$ cat src/rtl/timing_sequencer_pkg.sv
// Shared definitions for the T-state sequencer: state encodings, NUM_T range
// check and the TIMING_SEQ_IRQ_EN build switch (undefined by default: no interrupt entry).
package timing_sequencer_pkg;

    typedef enum logic [1:0] {
        SEQ_SYNC = 2'd0,
        SEQ_RUN  = 2'd1,
        SEQ_WAIT = 2'd2,
        SEQ_HALT = 2'd3
    } seq_state_e;

    localparam int NUM_T_MIN = 2;
    localparam int NUM_T_MAX = 16;

`ifdef TIMING_SEQ_IRQ_EN
    localparam bit SEQ_IRQ_EN = 1'b1;
`else
    localparam bit SEQ_IRQ_EN = 1'b0;
`endif

    function automatic bit num_t_legal(input int n);
        return (n >= NUM_T_MIN) && (n <= NUM_T_MAX);
    endfunction

endpackage

$ cat src/rtl/decoder.sv
// Generic binary-to-one-hot decoder with enable; outputs beyond OUTS are dropped.
module decoder #(
    parameter int WIDTH = 3,
    parameter int OUTS  = 2**WIDTH
) (
    input  logic             en_i,
    input  logic [WIDTH-1:0] sel_i,
    output logic [OUTS-1:0]  dec_o
);

    always_comb begin
        dec_o = '0;
        for (int i = 0; i < OUTS; i++) begin
            dec_o[i] = en_i && (sel_i == WIDTH'(i));
        end
    end

endmodule

$ cat src/rtl/timing_sequencer.sv
// Parametrised T-state sequencer: one-hot T vector plus binary time_cycle, with
// wait stretching, early clear, halt/resume and optional interrupt entry (TIMING_SEQ_IRQ_EN).
module timing_sequencer
    import timing_sequencer_pkg::*;
#(
    parameter int NUM_T = 8,
    parameter int CW    = $clog2(NUM_T)
) (
    input  logic             clk,
    input  logic             reset,
    input  logic             hlt,
    input  logic             hlt_req,
    input  logic             resume,
    input  logic             clr_timer,
    input  logic             wait_req,
    input  logic             irq,
    output logic [CW-1:0]    time_cycle,
    output logic [NUM_T-1:0] T,
    output logic             instr_start,
    output logic             irq_ack,
    output logic             irq_cycle,
    output logic             halted,
    output logic             seq_err
);

    generate
        if (!num_t_legal(NUM_T)) begin : g_bad_num_t
            $error("timing_sequencer: NUM_T out of range 2..16");
        end
    endgenerate

    seq_state_e    state_q, state_d;
    logic [CW-1:0] cnt_q, cnt_d;
    logic          err_q, err_d;
    logic          ack_q, ack_d;
    logic          icyc_q, icyc_d;
    logic          advance;
    logic          irq_ok;

    // No nesting: a request is only accepted outside an interrupt entry instruction.
    assign irq_ok = SEQ_IRQ_EN && irq && !icyc_q;

    always_ff @(posedge clk or negedge reset) begin
        if (!reset) begin
            state_q <= SEQ_SYNC;
            cnt_q   <= '0;
            err_q   <= 1'b0;
            ack_q   <= 1'b0;
            icyc_q  <= 1'b0;
        end else begin
            state_q <= state_d;
            cnt_q   <= cnt_d;
            err_q   <= err_d;
            ack_q   <= ack_d;
            icyc_q  <= icyc_d;
        end
    end

    always_comb begin
        state_d = state_q;
        cnt_d   = cnt_q;
        err_d   = err_q;
        ack_d   = 1'b0;
        icyc_d  = icyc_q;
        advance = 1'b0;
        case (state_q)
            SEQ_SYNC: begin
                cnt_d   = '0;
                state_d = hlt ? SEQ_HALT : SEQ_RUN;
            end
            SEQ_RUN: begin
                if (hlt || hlt_req) begin
                    state_d = SEQ_HALT;
                    cnt_d   = '0;
                end else if (wait_req) begin
                    state_d = SEQ_WAIT;
                end else if (clr_timer) begin
                    cnt_d = '0;
                    if (icyc_q) begin
                        icyc_d = 1'b0;
                    end else if (irq_ok) begin
                        ack_d  = 1'b1;
                        icyc_d = 1'b1;
                    end
                end else begin
                    advance = 1'b1;
                end
            end
            SEQ_WAIT: begin
                // The WAIT cycle in which wait_req drops is the repeat of the
                // stalled T-state, so leaving WAIT advances the count directly.
                if (hlt) begin
                    state_d = SEQ_HALT;
                    cnt_d   = '0;
                end else if (!wait_req) begin
                    state_d = SEQ_RUN;
                    advance = 1'b1;
                end
            end
            SEQ_HALT: begin
                cnt_d = '0;
                if (!hlt && (resume || irq_ok)) begin
                    state_d = SEQ_RUN;
                    if (irq_ok) begin
                        ack_d  = 1'b1;
                        icyc_d = 1'b1;
                    end
                end
            end
            default: begin
                state_d = SEQ_SYNC;
                cnt_d   = '0;
            end
        endcase
        if (advance) begin
            if (cnt_q == CW'(NUM_T - 1)) begin
                cnt_d = '0;
                err_d = 1'b1;
            end else begin
                cnt_d = cnt_q + CW'(1);
            end
        end
    end

    decoder #(
        .WIDTH (CW),
        .OUTS  (NUM_T)
    ) u_tdec (
        .en_i  ((state_q == SEQ_RUN) || (state_q == SEQ_WAIT)),
        .sel_i (cnt_q),
        .dec_o (T)
    );

    assign time_cycle  = cnt_q;
    assign instr_start = (state_q == SEQ_RUN) && (cnt_q == '0);
    assign halted      = (state_q == SEQ_HALT);
    assign seq_err     = err_q;
    assign irq_ack     = ack_q;
    assign irq_cycle   = icyc_q;

endmodule

$ cat config.mk
export PLATFORM = sky130hd
export DESIGN_NAME = timing_sequencer
export DESIGN_NICKNAME = d
export VERILOG_FILES = /design/src/rtl/timing_sequencer_pkg.sv /design/src/rtl/decoder.sv /design/src/rtl/timing_sequencer.sv
export SDC_FILE = /design/constraint.sdc
export NUM_CORES = 1
export LEC_CHECK = 0
export ABC_AREA = 1
export BUFFER_PORTS_ARGS = -buffer_cell sky130_fd_sc_hd__buf_4
export CAP_MARGIN = 0
export CORE_MARGIN = 4
export CORE_UTILIZATION = 40
export CTS_BUF_LIST = sky130_fd_sc_hd__clkbuf_8 sky130_fd_sc_hd__clkbuf_16
export DETAILED_ROUTE_END_ITERATION = 12
export GPL_ROUTABILITY_DRIVEN = 0
export PLACE_DENSITY_LB_ADDON = 0.25
export SYNTH_ARGS = -nofsm -noshare
export SYNTH_HDL_FRONTEND = slang
export SYNTH_SLANG_ARGS = --single-unit
$ cat constraint.sdc
create_clock -name clk -period 1.3 [get_ports clk]
set_input_delay 0 -clock clk [delete_from_list [all_inputs] [get_ports clk]]
set_output_delay 0 -clock clk [all_outputs]
set_load 0.01 [all_outputs]
* Yosys cells after proc, flatten, opt, wreduce, memory -nomap -nowiden
Cells that the tools add are included.
** Operators by class
- Add/sub/neg operators :: 1
- Equal/unequal tests :: 16
- Multiplexer cells :: 20
- Reductions and logical operators :: 19
** Operators by type and width (count)
- 3-bit 2-to-1 mux :: 6
- 3-bit == test, second input constant :: 4
- 2-bit 2-to-1 mux :: 6
- 1-bit logical AND :: 10
- 3-bit inequality test, second input constant :: 3
- 3-bit case mux with 3 select lines :: 1
- 4-bit inequality test, second input constant :: 2
- 2-bit case mux with 4 select lines :: 1
- 3-bit by 2-bit == test with 1-bit output, second input constant :: 2
- 3-bit AND reduction :: 2
- 1-bit 2-to-1 mux :: 5
- 2-bit == test, second input constant :: 2
- 3-bit by 1-bit adder with 3-bit output, second input constant :: 1
- 3-bit by 1-bit == test with 1-bit output, second input constant :: 1
- 3-bit logical NOT :: 1
- 2-bit by 1-bit == test with 1-bit output, second input constant :: 1
- 2-bit logical NOT :: 1
- 1-bit logical OR :: 2
- 2-bit by 1-bit inequality test with 1-bit output, second input constant :: 1
- 1-bit case mux with 2 select lines :: 1
- 2-bit AND reduction :: 1
- 2-bit OR reduction :: 1
- 1-bit logical NOT :: 1
** Word-level totals
- Flip-flop bits (word level) :: 6
- Bits of input ports :: 8

* Longest topological paths before layout
- Depth after elaboration :: 6
- Mapped depth :: 8

* By module
A second synthesis with hierarchy kept.
** Second synthesis, totals
- Cell total of the unflattened synthesis :: 75
- Area, all modules :: 520.5 µm²
** Modules (own cells, without submodules)
- timing_sequencer :: instances 1, cells each 58, area each 456.7 µm², seq. area each 150.1 µm²
- decoder :: instances 1, cells each 17, area each 63.8 µm², seq. area each 0.0 µm²

* Least setup slack after synthesis
OpenSTA, ideal clock, no wires.
- Path type :: register -> register
- From :: reg state_q[0]
- To :: reg cnt_q[2], in the netlist time_cycle[2]
- Arrival time :: 1.138 ns
- Data required time :: 1.182 ns
- Slack :: 0.044 ns
- Stages on the path, launching flop included :: 8
- Buffers on the path :: 1
- Cell sequence :: dfrtp_1 > inv_1 > ha_1 > buf_4 > inv_1 > nand2_4 > nand3_1 > nand2_1
** Between the ends
- Longest elaborated chain between the ends :: 4
- Elaborated cells between the ends (all ways) :: 12
- Classes of those cells :: 6 x eq/ne; 3 x mux; 3 x reduce/logical
** RTL lines
- start, declared :: RTL line timing_sequencer.sv:32 : seq_state_e state_q, state_d;
- start signal, assigned :: RTL line timing_sequencer.sv:51 : state_q <= state_d;
- 2-bit == test (tied with other cells) :: RTL line timing_sequencer.sv:66 : case (state_q)
- 1-bit case mux with 2 select lines / 2-bit OR reduction (equally long branches)
- 4-bit inequality test (no source line) (tied with other cells)
- 3-bit AND reduction (no source line) / 3-bit 2-to-1 mux (equally long branches)
- end signal, assigned :: RTL line timing_sequencer.sv:52 : cnt_q <= cnt_d;
- end, declared :: RTL line timing_sequencer.sv:33 : logic [CW-1:0] cnt_q, cnt_d;
Parallel ways exist; a longest one is shown, timed or not.
A chain may end at the register's enable or synchronous reset.

* Worst setup path in the final report
- From :: reg state_q[0]
- To :: out T[4]
** Between the ends
- Longest elaborated chain between the ends :: 3
- Elaborated cells between the ends (all ways) :: 4
- Classes of those cells :: 2 x eq/ne; 2 x reduce/logical
** RTL lines
- 2-bit by 1-bit == test with 1-bit output / 2-bit == test (equally long branches) :: RTL line timing_sequencer.sv:129 : .en_i ((state_q == SEQ_RUN) || (state_q == SEQ_WAIT)),
- 1-bit logical OR (*) :: RTL line timing_sequencer.sv:129
- 1-bit logical AND (*) :: RTL line decoder.sv:14 : dec_o[i] = en_i && (sel_i == WIDTH'(i));
- end, declared :: RTL line timing_sequencer.sv:18 : output logic [NUM_T-1:0] T,
Every way passes the cells marked *; elsewhere a longest branch is shown, timed or not.

==> flow_summary.ini <==
[synthesis]
ys_seq_area_share_pct = 25.8
synth_area_leaders = dfrtp_1 26%, ha_1 19%, inv_1 10%
synth_cell_types = 19
synth_edf_count = 0
synth_most_common_cell = inv_1
synth-seq-cells = 6
async_flop_share_pct = 100
synth_ff_type = dfrtp_1
avgSynthCellArea_sq_um = 7.48
synth_top_cell_by_area = dfrtp_1
synth_common_cells = 16 x inv_1, 11 x nand2_1, 9 x ha_1, 7 x nor3_1, 6 x dfrtp_1
synth_top_area_share_pct = 25.8
synth_area_sq_um = 583
yosys_warnings = 0
synthCells = 78

[timing]
setup_violations = 1
worst_slack_ps = -31.6
maxSlewViolCount = 0
hold_viol_final = 0
skew_ps = 1.59
holdWs_ps = 124
rsz0062_at_grt = yes
finalCritPeriodShare_pct = 102
fin_crit_ps = 1330
max_freq_mhz = 751

[power]
fin_total_pwr_mw = 1.54
p_sw_share_pct = 42.8
peakVddDrop_v = 0.00148
combPwrFrac_pct = 64.9
internal_power_uw = 881
netSwitchingPower_uw = 660
powerDensity_nw_per_um2 = 1560
p_seq_share_pct = 17.5
clockPowerShare_pct = 17.5
power_leakage_nw = 0.505

[global_route]
grt_max_degree = 9
antenna_found_initial = 0
grt.overflow.total = 0
grt_pass1_vias = 519
grt.total_usage_pct = 14.6
grt_pass1_wl_um = 2210

[clock_tree]
cts_tree = done
cts-buffers-inserted = 3
cts.sink_count = 6
path_clk_slew_ps = 40
clkLatencyLatePin_ps = 220
clockBufferDepth = 2
cts-root-buf = clkbuf_8
htreeDepth = 1

[drt]
ant_nets = 0
drc_errors = 0
via_count = 590
wl_um = 1530
avgRoutedWirePerCell_um = 12.3
firstDrtPassIters = 4
drt_iter0_markers = 6
vias_per_cell = 4.76

[floorplanning]
start_util_pct = 43.7
die_area_sq_um = 2130
ios = 24
dieHeight_um = 46.2
core_area_sq_um = 1330
rows = 13
die_width_um = 46.2

[placed_design]
dp_cells = 114
placed_area_sq_um = 756
portBuffers = 20
dp_hpwl_um = 1100
dpl_worst_slack_ps = 19.2

[layout]
drive_above_1_share_pct = 62.4
diodes = 0
area_growth_pct = 69.5
layout.nets = 128
design_area_sq_um = 988
final_cells = 124

[critical_path]
critPathKind = reg2out
crit_chain = inv_2, ha_4, buf_8, nor3_4, buf_6
critPathTopFamily = flip-flops
ff2ff_path_depth = 6
critPathMaxStageDelay_ps = 390
reg2reg_from = time_cycle[0]$_DFFE_PN0P_
crit_end = T[4]
cp.required_ps = 1300
crit_buf_inv = 3
crit_fanout = 8
worst_setup_path_start_kind = flop
r2r_end = time_cycle[1]$_DFFE_PN0P_
r2r_slack_ps = 60
startpoint = state_q[0]$_DFFE_PN0P_
arrival_ps = 1330
crit_slowest_cell = dfrtp_1
crit_path_end_kind = output pin
cp.depth = 5

[run_status]
status = finished, violations left
violations = setup timing

[flow_run]
cap_violations = 0

[hold_path]
hp-class = in2async
## sequential cells by signal (all words and copies together), names as in the netlist
signal	cells
state_q	2
time_cycle	3
seq_err	1
## cell type report
cell class,instances,area (sq um)
timing repair buffer,30,243
sequential,6,151
tap,15,18.8
multi-input combinational,53,465
fill,97,345
clock buffer,3,41.3
inverter,17,68.8
## power by group through the flow
| stage | sequential [mW] | clock, mW | combinational (mW) |
|---|---|---|---|
| final | 0.270 | 0.270 | 1.00 |
| after global routing | 0.274 | 0.282 | 1.09 |
| after CTS | 0.259 | 0.272 | 0.862 |
| after detailed placement | 0.268 | 0 | 0.683 |
| after global placement | 0.262 | 0 | 0.657 |
| after floorplan | 0.259 | 0 | 0.462 |
## per-stage QoR
step | utilization, % | TNS [ps]
after floorplan | - | 0
after detailed placement | 56.7 | 0
after global placement | 56.7 | 0
after CTS | 66.9 | -58.2
final | 74.1 | -31.6
after global routing | 74.1 | -112
## how the worst min path moves through the flow
stage | from | end | slack (ps) | depth (start not counted)
floorplan | reset | seq_err$_DFFE_PN0P_ | -300 | 0
global placement | reset | time_cycle[0]$_DFFE_PN0P_ | -190 | 1
detailed placement | reset | time_cycle[0]$_DFFE_PN0P_ | -190 | 1
CTS | reset | state_q[1]$_DFFE_PN0P_ | 120 | 2
global route | reset | time_cycle[1]$_DFFE_PN0P_ | 160 | 2
finish | reset | time_cycle[0]$_DFFE_PN0P_ | 120 | 2
## per-layer routing
| layer | part of all wire (%) | track usage [%] | vias up |
|---|---|---|---|
| li1 | - | - | 308 |
| met1 | 40 | 16.5 | 262 |
| met3 | 5.9 | 0.391 | 2 |
| met2 | 53 | 27.5 | 18 |
| met4 | 0.52 | 6.82 | 0 |
| met5 | 0 | 0 | - |
## cells by family (layout without fill, tap and decap cells)
logic type	Yosys count	count (layout)	synth area share (%)
simple gates	39	39	35.2
buf+inv	20	50	14.8
fa+ha+maj	9	9	19.3
flops	6	6	25.8
compound gates	3	3	4.29
other cells	1	2	0.643
## layout by cell type, fill, tap and decap left out
cell           instances
dlygate4sd3_1          1
nand3_1                5
inv_2                  8
nand3b_1               1
buf_4                 26
buf_8                  1
nor3_2                 6
nand3_2                2
clkbuf_8               3
nand2_1               10
nand2_2                4
ha_2                   2
ha_1                   2
o21ai_2                2
o21bai_2               1
dfrtp_2                1
inv_1                  7
nor3_4                 1
nor2_2                 1
conb_1                 2
ha_4                   5
nand4_1                4
nor2_1                 4
inv_4                  2
dfrtp_1                5
nand2_4                1
buf_6                  2
## repair_timing
action                     in CTS  in global routing
hold endpoints to repair        6                  0
pin swaps                       1                  9
hold buffers                    1                  0
gates resized for setup        14                 24
setup buffers                   4                  2
setup endpoints to repair       9                 14
gates cloned                    0                  0
No activity file was read; power rests on OpenSTA's default activity.
